`config.mk`:
```
export PLATFORM = sky130hd
export DESIGN_NAME = imem_boot_loader
export DESIGN_NICKNAME = d
export VERILOG_FILES = /design/src/rtl/imem_boot_loader.sv
export SDC_FILE = /design/constraint.sdc
export NUM_CORES = 1
export LEC_CHECK = 0
export CAP_MARGIN = 20
export CORE_MARGIN = 1.5
export CORE_UTILIZATION = 25
export DETAILED_ROUTE_END_ITERATION = 7
export PLACE_DENSITY = 0.58
export SYNTH_ARGS = -nofsm -noshare
export SYNTH_HDL_FRONTEND = slang
export SYNTH_SLANG_ARGS = --single-unit
```
`constraint.sdc`:
```
create_clock -name clk_i -period 3.7 [get_ports clk_i]
set_input_delay 0.74 -clock clk_i [delete_from_list [all_inputs] [get_ports clk_i]]
set_output_delay 0.74 -clock clk_i [all_outputs]
set_load 0.02 [all_outputs]
```
`src/rtl/imem_boot_loader.sv`:
```
// Post-reset boot sequencer: copies a run-time selected program from the boot ROM into imem,
// pads imem with NOPs, zero-clears dmem, then releases the CPU from reset.
module imem_boot_loader #(
    parameter int unsigned     ILEN             = 32,
    parameter int unsigned     XLEN             = 32,
    parameter int unsigned     IMEM_DEPTH_WORDS = 256,
    parameter int unsigned     DMEM_CLEAR_WORDS = 256,
    parameter int unsigned     NUM_PROGRAMS     = 16,
    parameter logic [ILEN-1:0] NOP_WORD         = ILEN'(32'h0000_0013)
) (
    input  logic                                                          clk_i,
    input  logic                                                          rst_i,
    input  logic [$clog2(NUM_PROGRAMS)-1:0]                               prog_sel_i,
    input  logic                                                          boot_req_i,
    output logic                                                          rom_en_o,
    output logic [$clog2(NUM_PROGRAMS)+$clog2(IMEM_DEPTH_WORDS):0]        rom_addr_o,
    input  logic [ILEN-1:0]                                               rom_data_i,
    output logic                                                          imem_we_o,
    output logic [$clog2(IMEM_DEPTH_WORDS)-1:0]                           imem_waddr_o,
    output logic [ILEN-1:0]                                               imem_wdata_o,
    output logic                                                          dmem_we_o,
    output logic [((DMEM_CLEAR_WORDS > 1) ? $clog2(DMEM_CLEAR_WORDS) : 1)-1:0] dmem_waddr_o,
    output logic [XLEN-1:0]                                               dmem_wdata_o,
    output logic                                                          cpu_rst_o,
    output logic                                                          busy_o,
    output logic                                                          done_o,
    output logic                                                          err_o
);

    localparam int unsigned AW  = $clog2(IMEM_DEPTH_WORDS);
    localparam int unsigned PSW = $clog2(NUM_PROGRAMS);
    localparam int unsigned OW  = AW + 1;
    localparam int unsigned RAW = PSW + OW;
    localparam int unsigned CAW = (DMEM_CLEAR_WORDS > 1) ? $clog2(DMEM_CLEAR_WORDS) : 1;

    typedef enum logic [2:0] {
        S_HDR,
        S_HDR_WAIT,
        S_HDR_CHK,
        S_COPY,
        S_FILL,
        S_CLEAR,
        S_RUN,
        S_ERR
    } state_e;

    state_e           state_q, state_d;
    logic [PSW-1:0]   sel_q, sel_d;
    logic [OW-1:0]    len_q, len_d;
    logic [AW-1:0]    wa_q, wa_d;
    logic [CAW-1:0]   ca_q, ca_d;
    logic             rom_en_q, rom_en_d;
    logic [RAW-1:0]   rom_addr_q, rom_addr_d;
    logic             imem_we_q, imem_we_d;
    logic [AW-1:0]    imem_waddr_q, imem_waddr_d;
    logic [ILEN-1:0]  imem_wdata_q, imem_wdata_d;
    logic             fwd_q, fwd_d;
    logic             dmem_we_q, dmem_we_d;
    logic [CAW-1:0]   dmem_waddr_q, dmem_waddr_d;
    logic             cpu_rst_q, cpu_rst_d;
    logic             busy_q, busy_d;
    logic             done_q, done_d;
    logic             err_q, err_d;
    logic [OW-1:0]    wa_nxt;
    logic             launch;

    // State register and registered outputs
    always_ff @(posedge clk_i) begin
        if (rst_i) begin
            state_q      <= S_HDR;
            sel_q        <= '0;
            len_q        <= '0;
            wa_q         <= '0;
            ca_q         <= '0;
            rom_en_q     <= 1'b0;
            rom_addr_q   <= '0;
            imem_we_q    <= 1'b0;
            imem_waddr_q <= '0;
            imem_wdata_q <= '0;
            fwd_q        <= 1'b0;
            dmem_we_q    <= 1'b0;
            dmem_waddr_q <= '0;
            cpu_rst_q    <= 1'b1;
            busy_q       <= 1'b0;
            done_q       <= 1'b0;
            err_q        <= 1'b0;
        end else begin
            state_q      <= state_d;
            sel_q        <= sel_d;
            len_q        <= len_d;
            wa_q         <= wa_d;
            ca_q         <= ca_d;
            rom_en_q     <= rom_en_d;
            rom_addr_q   <= rom_addr_d;
            imem_we_q    <= imem_we_d;
            imem_waddr_q <= imem_waddr_d;
            imem_wdata_q <= imem_wdata_d;
            fwd_q        <= fwd_d;
            dmem_we_q    <= dmem_we_d;
            dmem_waddr_q <= dmem_waddr_d;
            cpu_rst_q    <= cpu_rst_d;
            busy_q       <= busy_d;
            done_q       <= done_d;
            err_q        <= err_d;
        end
    end

    // Next-state and next-output logic; wa_q is both the imem write address and the copy read index
    always_comb begin
        state_d      = state_q;
        sel_d        = sel_q;
        len_d        = len_q;
        wa_d         = wa_q;
        ca_d         = ca_q;
        rom_en_d     = 1'b0;
        rom_addr_d   = rom_addr_q;
        imem_we_d    = 1'b0;
        imem_waddr_d = imem_waddr_q;
        imem_wdata_d = imem_wdata_q;
        fwd_d        = 1'b0;
        dmem_we_d    = 1'b0;
        dmem_waddr_d = dmem_waddr_q;
        cpu_rst_d    = 1'b1;
        busy_d       = busy_q;
        done_d       = 1'b0;
        err_d        = 1'b0;
        wa_nxt       = {1'b0, wa_q} + OW'(1);
        launch       = 1'b0;

        unique case (state_q)
            S_HDR: launch = 1'b1;
            S_HDR_WAIT: state_d = S_HDR_CHK;
            S_HDR_CHK: begin
                if (rom_data_i > ILEN'(IMEM_DEPTH_WORDS)) begin
                    state_d = S_ERR;
                    busy_d  = 1'b0;
                    err_d   = 1'b1;
                end else begin
                    state_d = S_COPY;
                    len_d   = OW'(rom_data_i);
                    wa_d    = '0;
                    if (rom_data_i != '0) begin
                        rom_en_d   = 1'b1;
                        rom_addr_d = {sel_q, OW'(1)};
                    end
                end
            end
            S_COPY, S_FILL: begin
                imem_we_d    = 1'b1;
                imem_waddr_d = wa_q;
                if ({1'b0, wa_q} < len_q) begin
                    fwd_d = 1'b1;
                end else begin
                    imem_wdata_d = NOP_WORD;
                end
                if (wa_nxt < len_q) begin
                    rom_en_d   = 1'b1;
                    rom_addr_d = {sel_q, wa_nxt + OW'(1)};
                end
                if (wa_q == AW'(IMEM_DEPTH_WORDS - 1)) begin
                    state_d = S_CLEAR;
                    ca_d    = '0;
                end else begin
                    wa_d = wa_q + AW'(1);
                    if (wa_nxt >= len_q) begin
                        state_d = S_FILL;
                    end
                end
            end
            S_CLEAR: begin
                dmem_we_d    = 1'b1;
                dmem_waddr_d = ca_q;
                if (ca_q == CAW'(DMEM_CLEAR_WORDS - 1)) begin
                    state_d = S_RUN;
                end else begin
                    ca_d = ca_q + CAW'(1);
                end
            end
            S_RUN: begin
                if (boot_req_i) begin
                    launch = 1'b1;
                end else begin
                    cpu_rst_d = 1'b0;
                    done_d    = 1'b1;
                    busy_d    = 1'b0;
                end
            end
            S_ERR: begin
                if (boot_req_i) begin
                    launch = 1'b1;
                end else begin
                    err_d  = 1'b1;
                    busy_d = 1'b0;
                end
            end
            default: state_d = S_HDR;
        endcase

        // Start of a boot: latch the slot and issue the header read
        if (launch) begin
            state_d    = S_HDR_WAIT;
            sel_d      = prog_sel_i;
            rom_en_d   = 1'b1;
            rom_addr_d = {prog_sel_i, OW'(0)};
            busy_d     = 1'b1;
            cpu_rst_d  = 1'b1;
            done_d     = 1'b0;
            err_d      = 1'b0;
        end
    end

    assign rom_en_o     = rom_en_q;
    assign rom_addr_o   = rom_addr_q;
    assign imem_we_o    = imem_we_q;
    assign imem_waddr_o = imem_waddr_q;
    // Copied words are forwarded straight from the ROM in the cycle they become valid
    assign imem_wdata_o = fwd_q ? rom_data_i : imem_wdata_q;
    assign dmem_we_o    = dmem_we_q;
    assign dmem_waddr_o = dmem_waddr_q;
    assign dmem_wdata_o = XLEN'(0);
    assign cpu_rst_o    = cpu_rst_q;
    assign busy_o       = busy_q;
    assign done_o       = done_q;
    assign err_o        = err_q;

endmodule

```
==> results.sh <==
export IMPL_status="finished, final reports clean"
export IMPL_finalWorstSetupSlack_ps=422
export IMPL_mostFrequentLayoutCell="clkdlybuf4s50_1"
export IMPL_power_share_switching=0.246
export IMPL_synth_flop_cell="dfxtp_1"
export IMPL_ys_async_sr_fraction=0
export IMPL_min_path_type="flip-flop to flip-flop"
export IMPL_grt_pass1_vias=3323
export IMPL_setup_violations=0
export IMPL_die_w_microns=127
export IMPL_hpwlAfterDp_microns=7750
export IMPL_synth_top_cell_area_share=0.367
export IMPL_startpoint_type="flip-flop"
export IMPL_critPathCaptureType="flip-flop"
export IMPL_portBuffers=106
export IMPL_fin_util=0.356
export IMPL_gp_congestion=0.822
export IMPL_routedWlPerCell_microns=13.6
export IMPL_clkSinkCount=70
export IMPL_intPower_mw=1.37
export IMPL_rsz0062_at_grt="no"
export IMPL_io_pins=139
export IMPL_wirelength_microns=10200
export IMPL_root_buffer="clkbuf_16"
export IMPL_timing_fmax_mhz=305
export IMPL_hold_viol_final=0
export IMPL_p_switching_uw=446
export IMPL_drtAntennaViolNets=0
export IMPL_crit_arrival_ps=3500
export IMPL_reg2reg_slack_ps=420
export IMPL_clockBufferDepth=2
export IMPL_synth_edf_count=0
export IMPL_synth_seq_cells=70
export IMPL_r2r_start="wa_q[1]"
export IMPL_ys_types=54
export IMPL_grt_use_total=0.129
export IMPL_power_mw=1.81
export IMPL_power_frac_clock=0.471
export IMPL_ir_drop_uv=279
export IMPL_max_slew_margin=0.465
export IMPL_yosysTopAreaCell="dfxtp_1"
export IMPL_pre_cts_ws_ps=280
export IMPL_cts_setup_buffers=0
export IMPL_start_util=0.260
export IMPL_synth_avg_cell_area_sq_um=8.28
export IMPL_p_comb_frac=0.098
export IMPL_whs_ps=450
export IMPL_p_leak_nw=1.95
export IMPL_skew_ps=5.81
export IMPL_synth_yosys_seq_area_share=0.367
export IMPL_grt_max_degree=49
export IMPL_area_delta_synth_final_pct=36.9
export IMPL_drt_first_iter_violations=123
export IMPL_core_area_sq_um=14700
export IMPL_htree_levels=3
export IMPL_dieArea_sq_um=16000
export IMPL_drt_pass1_iter_count=4
export IMPL_fp_row_count=44
export IMPL_fin_crit_sh=0.886
export IMPL_cp_startpoint="wa_q[1]"
export IMPL_cts_buffers=9
export IMPL_path_class="flip-flop to flip-flop"
export IMPL_drv_cap=0
export IMPL_rr_worst_depth=11
export IMPL_drive_above_1_share=0.0534
export IMPL_yosys_top_cells_area="dfxtp_1 37%, ha_1 6.6%, buf_4 6.3%"
export IMPL_final_cell_mix="106 x clkdlybuf4s50_1, 70 x dfxtp_1, 62 x nand2_1"
export IMPL_clkLatencyLatePin_ps=330
export IMPL_r2r_end="rom_addr_o[4]"
export IMPL_slew_viol_final=0
export IMPL_antenna_found_initial=0
export IMPL_nNetsFinal=616
export IMPL_p_seq_frac=0.431
export IMPL_vias_per_cell=4.54
export IMPL_crit_path_end="rom_addr_o[4]"
export IMPL_syn_inst=461
export IMPL_cp_max_fo=12
export IMPL_die_h_microns=127
export IMPL_min_period_ps=3280
export IMPL_overflow=0
export IMPL_cts_tree="built"
export IMPL_powerDensity_nw_per_um2=347
export IMPL_clk_pin_slew_ps=60
export IMPL_netlist_area_sq_um=3820
export IMPL_tightestPinTransition_ps=801
export IMPL_drc=0
export IMPL_cp_required_ps=3920
export IMPL_vias=3388
export IMPL_grt_pass1_wl_microns=16600
export IMPL_yosys_warnings=0
export IMPL_antennaDiodeCount=0
export IMPL_nFillCells=1499
export IMPL_tns_ps=0
-- flip-flops by register name (all words and copies together), names as in the netlist --
register,count
done_o,1
err_o,1
dmem_we_o,1
len_q,9
cpu_rst_o,1
busy_o,1
imem_we_o,1
imem_wdata_q,1
rom_en_o,1
dmem_waddr_o,8
rom_addr_o,13
fwd_q,1
ca_q,8
wa_q,8
imem_waddr_o,8
state_q,3
sel_q,4
-- metal layers --
metal | track usage | up-vias | wire, microns
li1 | - | 1709 | -
met1 | 0.153 | 1585 | 4440
met2 | 0.230 | 83 | 5160
met3 | 0.0337 | 11 | 458
met4 | 0.0331 | 0 | 116
met5 | 0 | - | 0
-- cell usage after synthesis (2+ instances only) --
cell / instances
buf_2: 9
nor4_1: 8
a211oi_1: 2
a21oi_1: 32
dfxtp_1: 70
nand3b_1: 2
buf_4: 32
nor3_1: 7
a32oi_1: 2
buf_1: 2
clkbuf_1: 14
nor2b_1: 5
o21a_1: 6
xnor2_1: 11
nand3_1: 8
mux2i_1: 10
a31oi_1: 3
a22oi_1: 4
nand2_1: 62
inv_1: 17
a22o_1: 8
or2_2: 2
and2_1: 30
nand2b_1: 4
xor2_1: 11
nor3b_1: 2
and3_1: 2
o21ai_0: 7
nand4_1: 9
o22a_1: 4
ha_1: 20
a311oi_1: 2
nor2_1: 33
-- area by class of cell --
class,instances,area (sq um),share of cell area
tap,184,230,0.0441
multi-input combinational,347,2130,0.407
timing repair buffer,112,1110,0.212
inverter,17,63.8,0.0122
clock buffer,9,225,0.0431
sequential,70,1400,0.268
clock inverter,7,72.6,0.0139
-- worst max-delay path, stage by stage (launching register included) --
cell and delay (ps):
dfxtp_1 470, ha_1 330, and4_1 270, nand2_1 120
xnor2_2 240, ha_1 290, a211o_1 300, a221o_1 320
a211oi_2 250, a41o_2 190, nor2_2 120, a22o_1 260
-- power by group through the flow --
stage	logic, mW	registers (mW)	clock network [mW]
6_report	0.177	0.782	0.854
5_1_grt	0.192	0.785	0.910
4_1_cts	0.177	0.782	0.871
3_5_place_dp	0.177	0.799	0
3_3_place_gp	0.175	0.798	0
2_1_floorplan	0.115	0.804	0
-- worst min path at each step --
stage                          from               to  slack [ps]  depth (start not counted)
CTS                 imem_waddr_o[0]  imem_waddr_o[0]         450                          2
detailed placement  imem_waddr_o[0]  imem_waddr_o[0]         450                          2
global route        dmem_waddr_o[4]  dmem_waddr_o[4]         470                          2
finish              imem_waddr_o[0]  imem_waddr_o[0]         450                          2
global placement    imem_waddr_o[4]  imem_waddr_o[4]         440                          2
floorplan                  sel_q[2]         sel_q[2]         430                          2
-- what timing repair did --
item	in CTS	in global routing
setup endpoints to repair	0	9
resized for setup	0	2
hold buffers	0	0
-- kinds of logic (layout without fill, tap and decap cells) --
logic type,after synthesis,count (layout),share of synthesized area
AND/OR/NAND/NOR,180,180,0.233
AO/OA/AOI/OAI,83,83,0.147
buffers and inverters,75,145,0.110
flip-flops,70,70,0.367
XOR/XNOR,22,22,0.0505
adder cells (fa/ha/maj),20,20,0.0656
multiplexers,10,10,0.0262
other,1,32,0.000982
-- metrics by stage --
| stage | area [sq um] | std cells |
|---|---|---|
| final | 5230 | 746 |
| after global routing | 5230 | 746 |
| after CTS | 5220 | 746 |
| after detailed placement | 4920 | 730 |
| after global placement | 4920 | 730 |
| after floorplan | 3930 | 492 |
Power figures use the tool's default switching activity.
